<file path="src/rtl/outbound_buffer.sv">
// Per-port outbound packet FIFO plus a byte-serial link transmitter (MSB first).
// Define OB_BYPASS_EN to let a packet skip the empty FIFO and go straight to the shifter.
module outbound_buffer #(
  parameter int DEPTH = 4
) (
  input  logic        clock,
  input  logic        reset_n,
  input  logic [31:0] pkt_in,
  input  logic        pkt_in_avail,
  output logic        ready_to_recv,
  input  logic        free_outbound,
  output logic        put_outbound,
  output logic [7:0]  payload_outbound
);

  localparam int AW = $clog2(DEPTH);
  localparam logic [AW:0] FULL_CNT = (AW+1)'(DEPTH);
  localparam logic [0:0] S_IDLE = 1'b0;
  localparam logic [0:0] S_SEND = 1'b1;

  logic [31:0]   r_mem [DEPTH];
  logic [AW-1:0] r_wptr;
  logic [AW-1:0] r_rptr;
  logic [AW:0]   r_count;
  logic [0:0]    r_state;
  logic [31:0]   r_shreg;
  logic [1:0]    r_bytecnt;

  logic w_full;
  logic w_empty;
  logic w_push;
  logic w_fifo_wr;
  logic w_start;
  logic w_bypass;

  assign w_full        = (r_count == FULL_CNT);
  assign w_empty       = (r_count == '0);
  assign ready_to_recv = !w_full;
  assign w_push        = pkt_in_avail && ready_to_recv;

  // free_outbound only matters at a packet boundary: in IDLE or on the last byte.
  assign w_start = free_outbound && !w_empty &&
                   ((r_state == S_IDLE) || (r_bytecnt == 2'd3));

`ifdef OB_BYPASS_EN
  assign w_bypass = (r_state == S_IDLE) && w_empty && free_outbound && w_push;
`else
  assign w_bypass = 1'b0;
`endif

  assign w_fifo_wr = w_push && !w_bypass;

  assign put_outbound     = (r_state == S_SEND);
  assign payload_outbound = (r_state == S_SEND) ? r_shreg[31:24] : 8'h00;

  always_ff @(posedge clock) begin
    if (w_fifo_wr) begin
      r_mem[r_wptr] <= pkt_in;
    end
  end

  always_ff @(posedge clock or negedge reset_n) begin
    if (!reset_n) begin
      r_wptr  <= '0;
      r_rptr  <= '0;
      r_count <= '0;
    end else begin
      if (w_fifo_wr) begin
        r_wptr <= r_wptr + 1'b1;
      end
      if (w_start) begin
        r_rptr <= r_rptr + 1'b1;
      end
      case ({w_fifo_wr, w_start})
        2'b10:   r_count <= r_count + 1'b1;
        2'b01:   r_count <= r_count - 1'b1;
        default: r_count <= r_count;
      endcase
    end
  end

  always_ff @(posedge clock or negedge reset_n) begin
    if (!reset_n) begin
      r_state   <= S_IDLE;
      r_shreg   <= '0;
      r_bytecnt <= '0;
    end else begin
      case (r_state)
        S_IDLE: begin
          if (w_start) begin
            r_shreg   <= r_mem[r_rptr];
            r_bytecnt <= '0;
            r_state   <= S_SEND;
          end else if (w_bypass) begin
            r_shreg   <= pkt_in;
            r_bytecnt <= '0;
            r_state   <= S_SEND;
          end
        end
        S_SEND: begin
          if (r_bytecnt == 2'd3) begin
            // Reload on the last byte keeps consecutive packets gap-free.
            if (w_start) begin
              r_shreg   <= r_mem[r_rptr];
              r_bytecnt <= '0;
            end else begin
              r_shreg   <= '0;
              r_bytecnt <= '0;
              r_state   <= S_IDLE;
            end
          end else begin
            r_shreg   <= {r_shreg[23:0], 8'h00};
            r_bytecnt <= r_bytecnt + 1'b1;
          end
        end
        default: r_state <= S_IDLE;
      endcase
    end
  end

endmodule

</file>
<file path="config.mk">
export PLATFORM = sky130hd
export DESIGN_NAME = outbound_buffer
export DESIGN_NICKNAME = d
export VERILOG_FILES = /design/src/rtl/outbound_buffer.sv
export SDC_FILE = /design/constraint.sdc
export NUM_CORES = 1
export LEC_CHECK = 0
export CORE_MARGIN = 4
export CORE_UTILIZATION = 55
export CTS_BUF_LIST = sky130_fd_sc_hd__clkbuf_8 sky130_fd_sc_hd__clkbuf_16
export CTS_CLUSTER_DIAMETER = 30
export DETAILED_ROUTE_END_ITERATION = 7
export PLACE_DENSITY = 0.78
export SYNTH_ARGS = -nofsm -noshare
export SYNTH_HDL_FRONTEND = slang
export SYNTH_SLANG_ARGS = --single-unit
export TNS_END_PERCENT = 30
</file>
<file path="constraint.sdc">
create_clock -name clock -period 4.04 [get_ports clock]
set_clock_uncertainty 0.1 [all_clocks]
set_input_delay 1.212 -clock clock [delete_from_list [all_inputs] [get_ports clock]]
set_output_delay 1.212 -clock clock [all_outputs]
set_load 0.005 [all_outputs]
</file>
### After elaboration in Yosys (flattened, before gate mapping)

Memory sizes are Yosys's and may differ from the RTL's.
Cells that the tools add are included.

| operators by class | value |
|---|---|
| reduce and logical (&&, ||, !) cells | 8 |
| bitwise operators | 1 |
| add/subtract/negate cells | 5 |
| mux-type cells | 14 |
| eq/ne operators | 5 |

Operators with widths:

| kind | count |
|---|---|
| 32-bit two-way mux | 3 |
| 32-bit case mux with 2 select lines | 1 |
| 8-bit two-way mux | 1 |
| 2-bit by 1-bit adder with 2-bit output (second input constant) | 3 |
| 3-bit case mux with 2 select lines | 1 |
| 2-bit equality test (second input constant) | 2 |
| 1-bit two-way mux | 4 |
| 2-bit two-way mux | 2 |
| 2-bit case mux with 2 select lines | 1 |
| 3-bit by 1-bit adder with 3-bit output (second input constant) | 1 |
| 3-bit equality test (second input constant) | 1 |
| 1-bit logical AND | 3 |
| 3-bit logical NOT | 1 |
| 3-bit by 1-bit subtractor with 3-bit output (second input constant) | 1 |
| 2-bit by 1-bit equality test with 1-bit output (second input constant) | 1 |
| 1-bit logical NOT | 2 |
| 2-bit != test (second input constant) | 1 |
| 1-bit case mux with 2 select lines | 1 |
| 2-bit nonzero test | 1 |
| 1-bit logical OR | 1 |
| 1-bit NOT | 1 |

| word-level totals | value |
|---|---|
| logic and storage cells | 40 |
| input port bits | 36 |
| memories | 1 |
| flip-flop bits (word level) | 42 |
| memory bits (writable) | 128 |
| output and inout bits | 10 |

Memory list:

| name | words | width | rd ports | clocked after Yosys merged registers in | write ports | line | RTL |
|---|---|---|---|---|---|---|---|
| r_mem | 4 | 32 | 1 | 0 | 1 | 21 | `logic [31:0] r_mem [DEPTH];` |

### Longest topological paths before layout

Gate-level depths: netlist (run 1).

| logic depth | value |
|---|---|
| depth in word-level cells | 7 |
| gate-level depth with buffers | 10 |
| depth with buffers taken out | 9 |

### Worst setup path before layout (run 1)

OpenSTA, ideal clock, no wires.

| path | value |
|---|---|
| kind | input -> register |
| start | in free_outbound |
| end | reg r_count[2] |
| data required time | 3,861 ps |
| slack | 1,280 ps |
| cell stages on the path | 8 |
| library setup time | 79 ps |
| path buffers | 0 |
| data arrival time | 2,581 ps |
| cells stage by stage | o31ai_1 > nor2_2 > ha_1 > inv_1 > fa_1 > xor2_1 > nor2_1 > xor2_1 |

| between the ends | value |
|---|---|
| cells in the longest elaborated chain, start to end | 4 |
| elaborated cells between the ends (all ways) | 6 |
| those cells by class | 2 x eq/ne; 1 x mux; 3 x reduce/logical |

RTL lines:

| item | line | RTL |
|---|---|---|
| start: declaration | 11 | `input logic free_outbound,` |
| 1-bit logical AND (*) (2 in series) | 42 | `assign w_start = free_outbound && !w_empty &&` |
| via w_start | 33 | `logic w_start;` |
| 2-bit by 1-bit equality test with 1-bit output or 2-bit equality test (tied branches) | 74 | `case ({w_fifo_wr, w_start})` |
| 3-bit case mux with 2 select lines or 2-bit nonzero test (tied branches) | n/a |  |
| end signal: assignment | 75 | `2'b10: r_count <= r_count + 1'b1;` |
| end signal: assignment | 76 | `2'b01: r_count <= r_count - 1'b1;` |
| end signal: assignment | 77 | `default: r_count <= r_count;` |
| end: declaration | 24 | `logic [AW:0] r_count;` |

The timed path passes the listed nets; every way through them passes the cells marked *.
A chain may end at the register's enable or synchronous reset.

### Final worst setup path (run 1)

| path | value |
|---|---|
| start | reg r_count[0] |
| end | out ready_to_recv |

| between the ends | value |
|---|---|
| cells in the longest elaborated chain, start to end | 2 |

RTL lines:

| item | line | RTL |
|---|---|---|
| 3-bit equality test | 36 | `assign w_full = (r_count == FULL_CNT);` |
| 1-bit logical NOT | 38 | `assign ready_to_recv = !w_full;` |
| end: declaration | 10 | `output logic ready_to_recv,` |

No other way between the ends.

==> metrics.txt, run 1 <==
# TYPE chip_impl_metric gauge
chip_impl_metric{name="port_buffers",unit=""} 45
chip_impl_info{name="tritoncts",value="built"} 1
chip_impl_info{name="root_buf_cell",value="sky130_fd_sc_hd__clkbuf_16"} 1
chip_impl_metric{name="syn-mean-instance-area",unit="um2"} 20.3
chip_impl_metric{name="vias_per_cell",unit=""} 6.04
chip_impl_metric{name="fin_tns_setup",unit="ns"} 0
chip_impl_metric{name="yosysWarningCount",unit=""} 0
chip_impl_metric{name="max_slew_margin",unit=""} 0.396
chip_impl_metric{name="cap_viol_max_count",unit=""} 0
chip_impl_metric{name="grt_first_pass_wirelength",unit="um"} 18400
chip_impl_metric{name="path_depth",unit=""} 2
chip_impl_metric{name="pwr-share-seq",unit=""} 0.455
chip_impl_metric{name="layoutNonFillerInstCount",unit=""} 534
chip_impl_metric{name="grt_start_max_net_pins",unit=""} 43
chip_impl_metric{name="setup_slack",unit="ns"} 0.946
chip_impl_metric{name="synth_cell_types",unit=""} 29
chip_impl_metric{name="routed_wire_length_per_instance",unit="um"} 21.9
chip_impl_metric{name="post-route-period-util",unit=""} 0.766
chip_impl_metric{name="pins_over_their_slew_limit",unit=""} 0
chip_impl_info{name="result_of_the_run",value="finished clean"} 1
chip_impl_metric{name="initialDrtViolationCount",unit=""} 219
chip_impl_metric{name="cts.repair_timing.setup_buffer_count",unit=""} 0
chip_impl_info{name="leading_cell_types_in_the_layout_fill_and_taps_excluded",value="128 x sky130_fd_sc_hd__edfxtp_1, 44 x sky130_fd_sc_hd__clkdlybuf4s50_1, 40 x sky130_fd_sc_hd__dfrtp_1"} 1
chip_impl_info{name="regToRegEndpoint",value="r_count[2]$_DFFE_PN0P_"} 1
chip_impl_metric{name="critPathRequiredTime",unit="ns"} 2.73
chip_impl_metric{name="r2r.worst_path.cells",unit=""} 8
chip_impl_metric{name="placement_rows",unit=""} 39
chip_impl_info{name="setup.worst_path.start_class",value="register"} 1
chip_impl_metric{name="floorplan.initialDensity",unit=""} 0.568
chip_impl_metric{name="cellLeakagePower",unit="nW"} 2.91
chip_impl_metric{name="final_hold_slack",unit="ns"} 0.408
chip_impl_info{name="critPathTopFamily",value="buffers and inverters"} 1
chip_impl_info{name="crit_path_top_delay_cell",value="sky130_fd_sc_hd__clkdlybuf4s50_1"} 1
chip_impl_metric{name="vias_in_the_first_global_route",unit=""} 3308
chip_impl_info{name="layout_commonest_cell",value="sky130_fd_sc_hd__edfxtp_1"} 1
chip_impl_metric{name="detail_route.drc_violations",unit=""} 0
chip_impl_metric{name="nets",unit=""} 421
chip_impl_info{name="rsz_0062_raised_after_global_routing",value="no"} 1
chip_impl_metric{name="overflow",unit=""} 0
chip_impl_metric{name="r2r_slack",unit="ns"} 1.58
chip_impl_metric{name="mappedNetlistNets",unit=""} 366
chip_impl_metric{name="postCtsHoldBufs",unit=""} 0
chip_impl_metric{name="met3_wirelength",unit="um"} 469
chip_impl_metric{name="gp_congestion",unit=""} 0.790
chip_impl_metric{name="power.share.switching",unit=""} 0.277
chip_impl_metric{name="clk_transition_reported_paths",unit="ns"} 0.06
chip_impl_metric{name="clock_tree.htree_level_count",unit=""} 4
chip_impl_metric{name="drtPass1Iterations",unit=""} 4
chip_impl_metric{name="layout-drive-gt1-share",unit=""} 0.189
chip_impl_metric{name="synth_cells",unit=""} 323
chip_impl_metric{name="hold_viol_final",unit=""} 0
chip_impl_metric{name="num_io_pins",unit=""} 46
chip_impl_info{name="path_cells",value="or3b_1 -> clkdlybuf4s50_1"} 1
chip_impl_metric{name="total_setup_violations_reported_at_the_end_of_the_flow",unit=""} 0
chip_impl_metric{name="grt.total_usage",unit=""} 0.185
chip_impl_metric{name="post-place-cells",unit=""} 502
chip_impl_info{name="cp-end-kind",value="output port"} 1
chip_impl_metric{name="timing.critical_path.fanout_max",unit=""} 6
chip_impl_metric{name="arrival_time_worst_endpoint",unit="ns"} 1.78
chip_impl_metric{name="syn_to_final_growth",unit="%"} 18.6
chip_impl_metric{name="finalWorstPathRequiredPeriod",unit="ns"} 3.09
chip_impl_metric{name="crit_path_max_incr_delay",unit="ns"} 0.48
chip_impl_metric{name="core_area",unit="um2"} 11600
chip_impl_metric{name="p_int",unit="W"} 0.00416
chip_impl_metric{name="clock_tree.buffer_depth",unit=""} 2
chip_impl_metric{name="max_freq",unit="MHz"} 323
chip_impl_metric{name="cts_buf_count",unit=""} 17
chip_impl_metric{name="post_cts_resized",unit=""} 0
chip_impl_metric{name="peak_supply_drop",unit="uV"} 303
chip_impl_metric{name="synth.cell_area",unit="um2"} 6570
chip_impl_metric{name="synth-seq-cells",unit=""} 170
chip_impl_metric{name="pwr-share-comb",unit=""} 0.253
chip_impl_metric{name="chipWidth",unit="um"} 117
chip_impl_metric{name="area_of_the_die",unit="um2"} 13800
chip_impl_metric{name="pwr_density_cell",unit="nW/um2"} 738
chip_impl_info{name="min-delay-path-class",value="reg -> reg"} 1
chip_impl_metric{name="hpwl",unit="um"} 7130
chip_impl_metric{name="n_fill_cell",unit=""} 751
chip_impl_metric{name="met1Wirelength",unit="um"} 5110
chip_impl_metric{name="route.vias.total",unit=""} 3226
chip_impl_metric{name="clock_power_share",unit=""} 0.293
chip_impl_metric{name="ff_latch_area",unit="um2"} 4900
chip_impl_info{name="category_of_the_most_critical_setup_path",value="reg -> out"} 1
chip_impl_metric{name="met2WireLength",unit="um"} 5900
chip_impl_info{name="timing.critical_path.to",value="ready_to_recv"} 1
chip_impl_metric{name="die_h",unit="um"} 117
chip_impl_info{name="r2r-start",value="put_outbound$_DFF_PN0_"} 1
chip_impl_metric{name="p_switching",unit="W"} 0.00159
chip_impl_metric{name="final_antenna_net_count",unit=""} 0
chip_impl_metric{name="antenna-diode-count",unit=""} 0
chip_impl_metric{name="cp.buffers_inverters",unit=""} 1
chip_impl_metric{name="synth_seq_area_share",unit=""} 0.745
chip_impl_info{name="dr.max_layer_used",value="met4"} 1
chip_impl_metric{name="multi_input_comb_area",unit="um2"} 1530
chip_impl_metric{name="clock_sinks",unit=""} 170
chip_impl_metric{name="post-place-ws",unit="ns"} 0.549
chip_impl_metric{name="worstSkewPairLatency",unit="ns"} 0.42
chip_impl_metric{name="antenna_found_initial",unit=""} 0
chip_impl_metric{name="total_routed_wirelength",unit="um"} 11700
chip_impl_info{name="worstSetupStartpoint",value="r_count[0]$_DFFE_PN0P_"} 1
chip_impl_metric{name="max_slew.worst_pin.slew",unit="ns"} 0.906
## registers in the layout, indices dropped and copies added, names as in the netlist
signal,flops
put_outbound,1
r_bytecnt,2
r_count,3
r_mem,128
r_rptr,2
r_shreg,32
r_wptr,2
## worst min-delay path by stage
stage                             start                       end  slack [ns]  cells after the start
6_report        r_shreg[30]$_DFFE_PN0P_   r_shreg[30]$_DFFE_PN0P_        0.41                      1
4_1_cts         r_shreg[28]$_DFFE_PN0P_   r_shreg[28]$_DFFE_PN0P_        0.41                      1
3_3_place_gp   r_bytecnt[1]$_DFFE_PN0P_  r_bytecnt[1]$_DFFE_PN0P_        0.38                      1
3_5_place_dp    r_shreg[25]$_DFFE_PN0P_   r_shreg[25]$_DFFE_PN0P_        0.39                      1
2_1_floorplan  r_bytecnt[1]$_DFFE_PN0P_  r_bytecnt[1]$_DFFE_PN0P_        0.37                      1
5_1_grt         r_shreg[28]$_DFFE_PN0P_   r_shreg[28]$_DFFE_PN0P_        0.43                      1
## Yosys cell counts, drive strengths merged
library cell	count	area (um2)
mux4	32	739
or3b	1	8.76
o31ai	1	7.51
nand2b	1	6.26
dfrtp	42	1050
mux2	2	22.5
xor2	3	26.3
fa	1	20.0
nand3	1	5.00
clkbuf	9	33.8
edfxtp	128	3840
and2	9	56.3
inv	6	22.5
mux2i	1	10.0
and3	28	175
ha	6	75.1
a22o	9	78.8
nor2	3	13.8
nand2	1	3.75
o31a	1	8.76
a221o	24	240
nor2b	1	6.26
xnor2	3	26.3
buf	10	88.8
## stage by stage
step | instance area (um2) | power [W] | utilization
6_report | 7790 | 0.00575 | 0.674
3_3_place_gp | 7160 | 0.00404 | 0.619
5_1_grt | 7790 | 0.00604 | 0.674
3_5_place_dp | 7160 | 0.00411 | 0.619
4_1_cts | 7790 | 0.00581 | 0.674
2_1_floorplan | 6570 | 0.00364 | -
## logic make-up after synthesis
kind of cell,synth area share
mux,0.118
buf+inv,0.0221
fa+ha+maj,0.0145
xor+xnor,0.00800
flops,0.745
simple gates,0.0419
compound gates,0.0510
## layout make-up
type                    count  share of cell area
clock buffers              19              0.0581
clock inverters            13              0.0228
inverters                   6             0.00289
multi-input cells         128               0.197
flip-flops and latches    170               0.628
well taps                 143              0.0230
repair buffers             55              0.0684
## metal layers
metal	global-route usage	vias to the layer above
met5	0	-
met4	0.0749	0
met3	0.0411	16
met2	0.294	79
met1	0.252	1690
li1	-	1441
## power by group through the flow
stage | clock [W] | combinational (W) | sequential, W
after detailed placement | 0 | 0.00146 | 0.00265
after CTS | 0.00171 | 0.00148 | 0.00262
after global routing | 0.00179 | 0.00159 | 0.00266
after global placement | 0 | 0.00142 | 0.00262
final | 0.00168 | 0.00145 | 0.00261
after floorplan | 0 | 0.00117 | 0.00247
Note: power is estimated with default switching activity, not from simulation.
==> run 2: changes to the inputs <==
--- a/config.mk
+++ b/config.mk
@@ -6,7 +6,7 @@
 export NUM_CORES = 1
 export LEC_CHECK = 0
 export CORE_MARGIN = 4
-export CORE_UTILIZATION = 55
+export CORE_UTILIZATION = 52
 export CTS_BUF_LIST = sky130_fd_sc_hd__clkbuf_8 sky130_fd_sc_hd__clkbuf_16
 export CTS_CLUSTER_DIAMETER = 30
 export DETAILED_ROUTE_END_ITERATION = 7
==> constraint.sdc (replaced) <==
create_clock -name clock -period 2.7 [get_ports clock]
set_clock_uncertainty 0.1 [all_clocks]
set_input_delay 0.81 -clock clock [delete_from_list [all_inputs] [get_ports clock]]
set_output_delay 0.81 -clock clock [all_outputs]
set_load 0.005 [all_outputs]
==> run 2 against run 1 <==
Effect of this change: sequential power increased by 45%; setup slack got worse by 0.75 ns; power increased by 50%; global-route usage decreased by 1.3 points; count of clock-buffer cells in the layout increased by 3; critical path type unchanged; sequential share of layout area decreased by 0.83 points.
==> metrics.txt, run 2 (synthesis results as in run 1) <==
# TYPE chip_impl_metric gauge
chip_impl_info{name="result_of_the_run",value="finished clean"} 1
chip_impl_metric{name="antenna-diode-count",unit=""} 0
chip_impl_metric{name="grt.total_usage",unit=""} 0.172
chip_impl_metric{name="chipWidth",unit="um"} 120
chip_impl_metric{name="cts.repair_timing.setup_buffer_count",unit=""} 0
chip_impl_metric{name="port_buffers",unit=""} 45
chip_impl_metric{name="cts_buf_count",unit=""} 17
chip_impl_metric{name="total_setup_violations_reported_at_the_end_of_the_flow",unit=""} 0
chip_impl_metric{name="placement_rows",unit=""} 40
chip_impl_metric{name="clk_transition_reported_paths",unit="ns"} 0.06
chip_impl_info{name="layout_top_registers",value="r_mem (128), r_shreg (32), r_count (3)"} 1
chip_impl_metric{name="n_fill_cell",unit=""} 869
chip_impl_info{name="min-delay-path-class",value="in -> async"} 1
chip_impl_metric{name="hpwl",unit="um"} 7050
chip_impl_metric{name="grt_first_pass_wirelength",unit="um"} 18400
chip_impl_metric{name="multi_input_comb_area",unit="um2"} 1540
chip_impl_metric{name="cap_viol_max_count",unit=""} 0
chip_impl_metric{name="clock_tree.buffer_depth",unit=""} 2
chip_impl_metric{name="routed_wire_length_per_instance",unit="um"} 20.5
chip_impl_metric{name="max_slew.worst_pin.slew",unit="ns"} 0.783
chip_impl_metric{name="post-route-period-util",unit=""} 0.929
chip_impl_info{name="tritoncts",value="built"} 1
chip_impl_metric{name="floorplan.initialDensity",unit=""} 0.538
chip_impl_info{name="rsz_0062_raised_after_global_routing",value="no"} 1
chip_impl_metric{name="clock_tree.htree_level_count",unit=""} 4
chip_impl_metric{name="timing.critical_path.fanout_max",unit=""} 14
chip_impl_metric{name="syn_to_final_growth",unit="%"} 20.3
chip_impl_metric{name="post_cts_resized",unit=""} 1
chip_impl_metric{name="postCtsHoldBufs",unit=""} 0
chip_impl_info{name="root_buf_cell",value="sky130_fd_sc_hd__clkbuf_16"} 1
chip_impl_metric{name="area_of_the_die",unit="um2"} 14500
chip_impl_metric{name="final_antenna_net_count",unit=""} 0
chip_impl_metric{name="critPathRequiredTime",unit="ns"} 1.79
chip_impl_info{name="leading_cell_types_in_the_layout_fill_and_taps_excluded",value="128 x sky130_fd_sc_hd__edfxtp_1, 43 x sky130_fd_sc_hd__clkdlybuf4s50_1, 39 x sky130_fd_sc_hd__dfrtp_1"} 1
chip_impl_metric{name="finalWorstPathRequiredPeriod",unit="ns"} 2.51
chip_impl_metric{name="vias_per_cell",unit=""} 5.70
chip_impl_metric{name="layout-drive-gt1-share",unit=""} 0.199
chip_impl_metric{name="ff_latch_area",unit="um2"} 4900
chip_impl_metric{name="largest_register_ffs",unit=""} 128
chip_impl_metric{name="arrival_time_worst_endpoint",unit="ns"} 1.60
chip_impl_metric{name="die_h",unit="um"} 120
chip_impl_metric{name="core_area",unit="um2"} 12200
chip_impl_info{name="cp-end-kind",value="output port"} 1
chip_impl_metric{name="max_freq",unit="MHz"} 399
chip_impl_metric{name="initialDrtViolationCount",unit=""} 208
chip_impl_metric{name="gp_congestion",unit=""} 0.763
chip_impl_metric{name="num_io_pins",unit=""} 46
chip_impl_metric{name="grt_start_max_net_pins",unit=""} 43
chip_impl_metric{name="overflow",unit=""} 0
chip_impl_info{name="setup.worst_path.start_class",value="register"} 1
chip_impl_metric{name="drtPass1Iterations",unit=""} 4
chip_impl_metric{name="cellLeakagePower",unit="nW"} 2.96
chip_impl_metric{name="hold_viol_final",unit=""} 0
chip_impl_metric{name="nets",unit=""} 427
chip_impl_metric{name="detail_route.drc_violations",unit=""} 0
chip_impl_metric{name="max_slew_margin",unit=""} 0.478
chip_impl_metric{name="peak_supply_drop",unit="uV"} 530
chip_impl_metric{name="vias_in_the_first_global_route",unit=""} 3364
chip_impl_info{name="register_ranked_first_by_flip_flop_count",value="r_mem"} 1
chip_impl_metric{name="pins_over_their_slew_limit",unit=""} 0
chip_impl_info{name="category_of_the_most_critical_setup_path",value="reg -> out"} 1
chip_impl_metric{name="fin_tns_setup",unit="ns"} 0
chip_impl_info{name="layout_commonest_cell",value="sky130_fd_sc_hd__edfxtp_1"} 1
chip_impl_metric{name="worstSkewPairLatency",unit="ns"} 0.42
chip_impl_metric{name="total_routed_wirelength",unit="um"} 11600
chip_impl_metric{name="clock_sinks",unit=""} 170
chip_impl_metric{name="final_hold_slack",unit="ns"} 0.348
chip_impl_metric{name="antenna_found_initial",unit=""} 0
chip_impl_metric{name="pwr_density_cell",unit="nW/um2"} 1090
chip_impl_metric{name="route.vias.total",unit=""} 3223
[run 2: layout make-up]
class	instances	share of cell area
inverter	6	0.00285
sequential	170	0.620
clock buffer	22	0.0640
timing repair buffer	61	0.0798
multi-input combinational	128	0.194
tap	168	0.0266
clock inverter	10	0.0125
[run 2: power breakdown]
| group | internal [W] | switching (W) | total, W |
|---|---|---|---|
| combinational | 0.00122 | 0.00117 | 0.00239 |
| clock | 0.00150 | 0.000926 | 0.00243 |
| sequential | 0.00349 | 0.000287 | 0.00378 |
| total | 0.00621 | 0.00239 | 0.00860 |
[run 2: worst max-delay path: stages, from the launching register on]
cell and delay (ns):
sky130_fd_sc_hd__dfrtp_2 0.50, sky130_fd_sc_hd__and2_1 0.18, sky130_fd_sc_hd__clkdlybuf4s50_1 0.50
[run 2: worst paths after layout]
kind                       slack (ns)                        to                     start  cells past startpoint
hold / removal                   0.35     r_wptr[1]$_DFFE_PN0P_                   reset_n                      2
hold reg to reg                  0.41  r_bytecnt[1]$_DFFE_PN0P_  r_bytecnt[1]$_DFFE_PN0P_                      1
setup reg to reg                 0.44    r_count[2]$_DFFE_PN0P_    r_count[0]$_DFFE_PN0P_                      9
max in group asynchronous        1.76     r_rptr[0]$_DFFE_PN0P_                   reset_n                      2
setup / recovery                 0.19       payload_outbound[7]    put_outbound$_DFF_PN0_                      2
min in group clock               0.41  r_bytecnt[1]$_DFFE_PN0P_  r_bytecnt[1]$_DFFE_PN0P_                      1
[run 2: per-stage QoR]
| step | setup WS (ns) | area, um2 | instances | power (W) | utilization |
|---|---|---|---|---|---|
| 2_1_floorplan | 0.342 | 6570 | 323 | 0.00544 | - |
| 3_3_place_gp | 0.0381 | 7290 | 533 | 0.00615 | 0.597 |
| 3_5_place_dp | -0.0386 | 7290 | 533 | 0.00625 | 0.597 |
| 4_1_cts | 0.0140 | 7900 | 565 | 0.00868 | 0.647 |
| 5_1_grt | 0.104 | 7900 | 565 | 0.00902 | 0.647 |
| 6_report | 0.193 | 7900 | 565 | 0.00860 | 0.647 |
[run 2: metal layers]
metal	track usage	vias to the layer above	share of wire
li1	-	1452	-
met2	0.268	75	0.50
met5	0	-	0
met1	0.231	1678	0.44
met3	0.0444	18	0.042
met4	0.0744	0	0.020
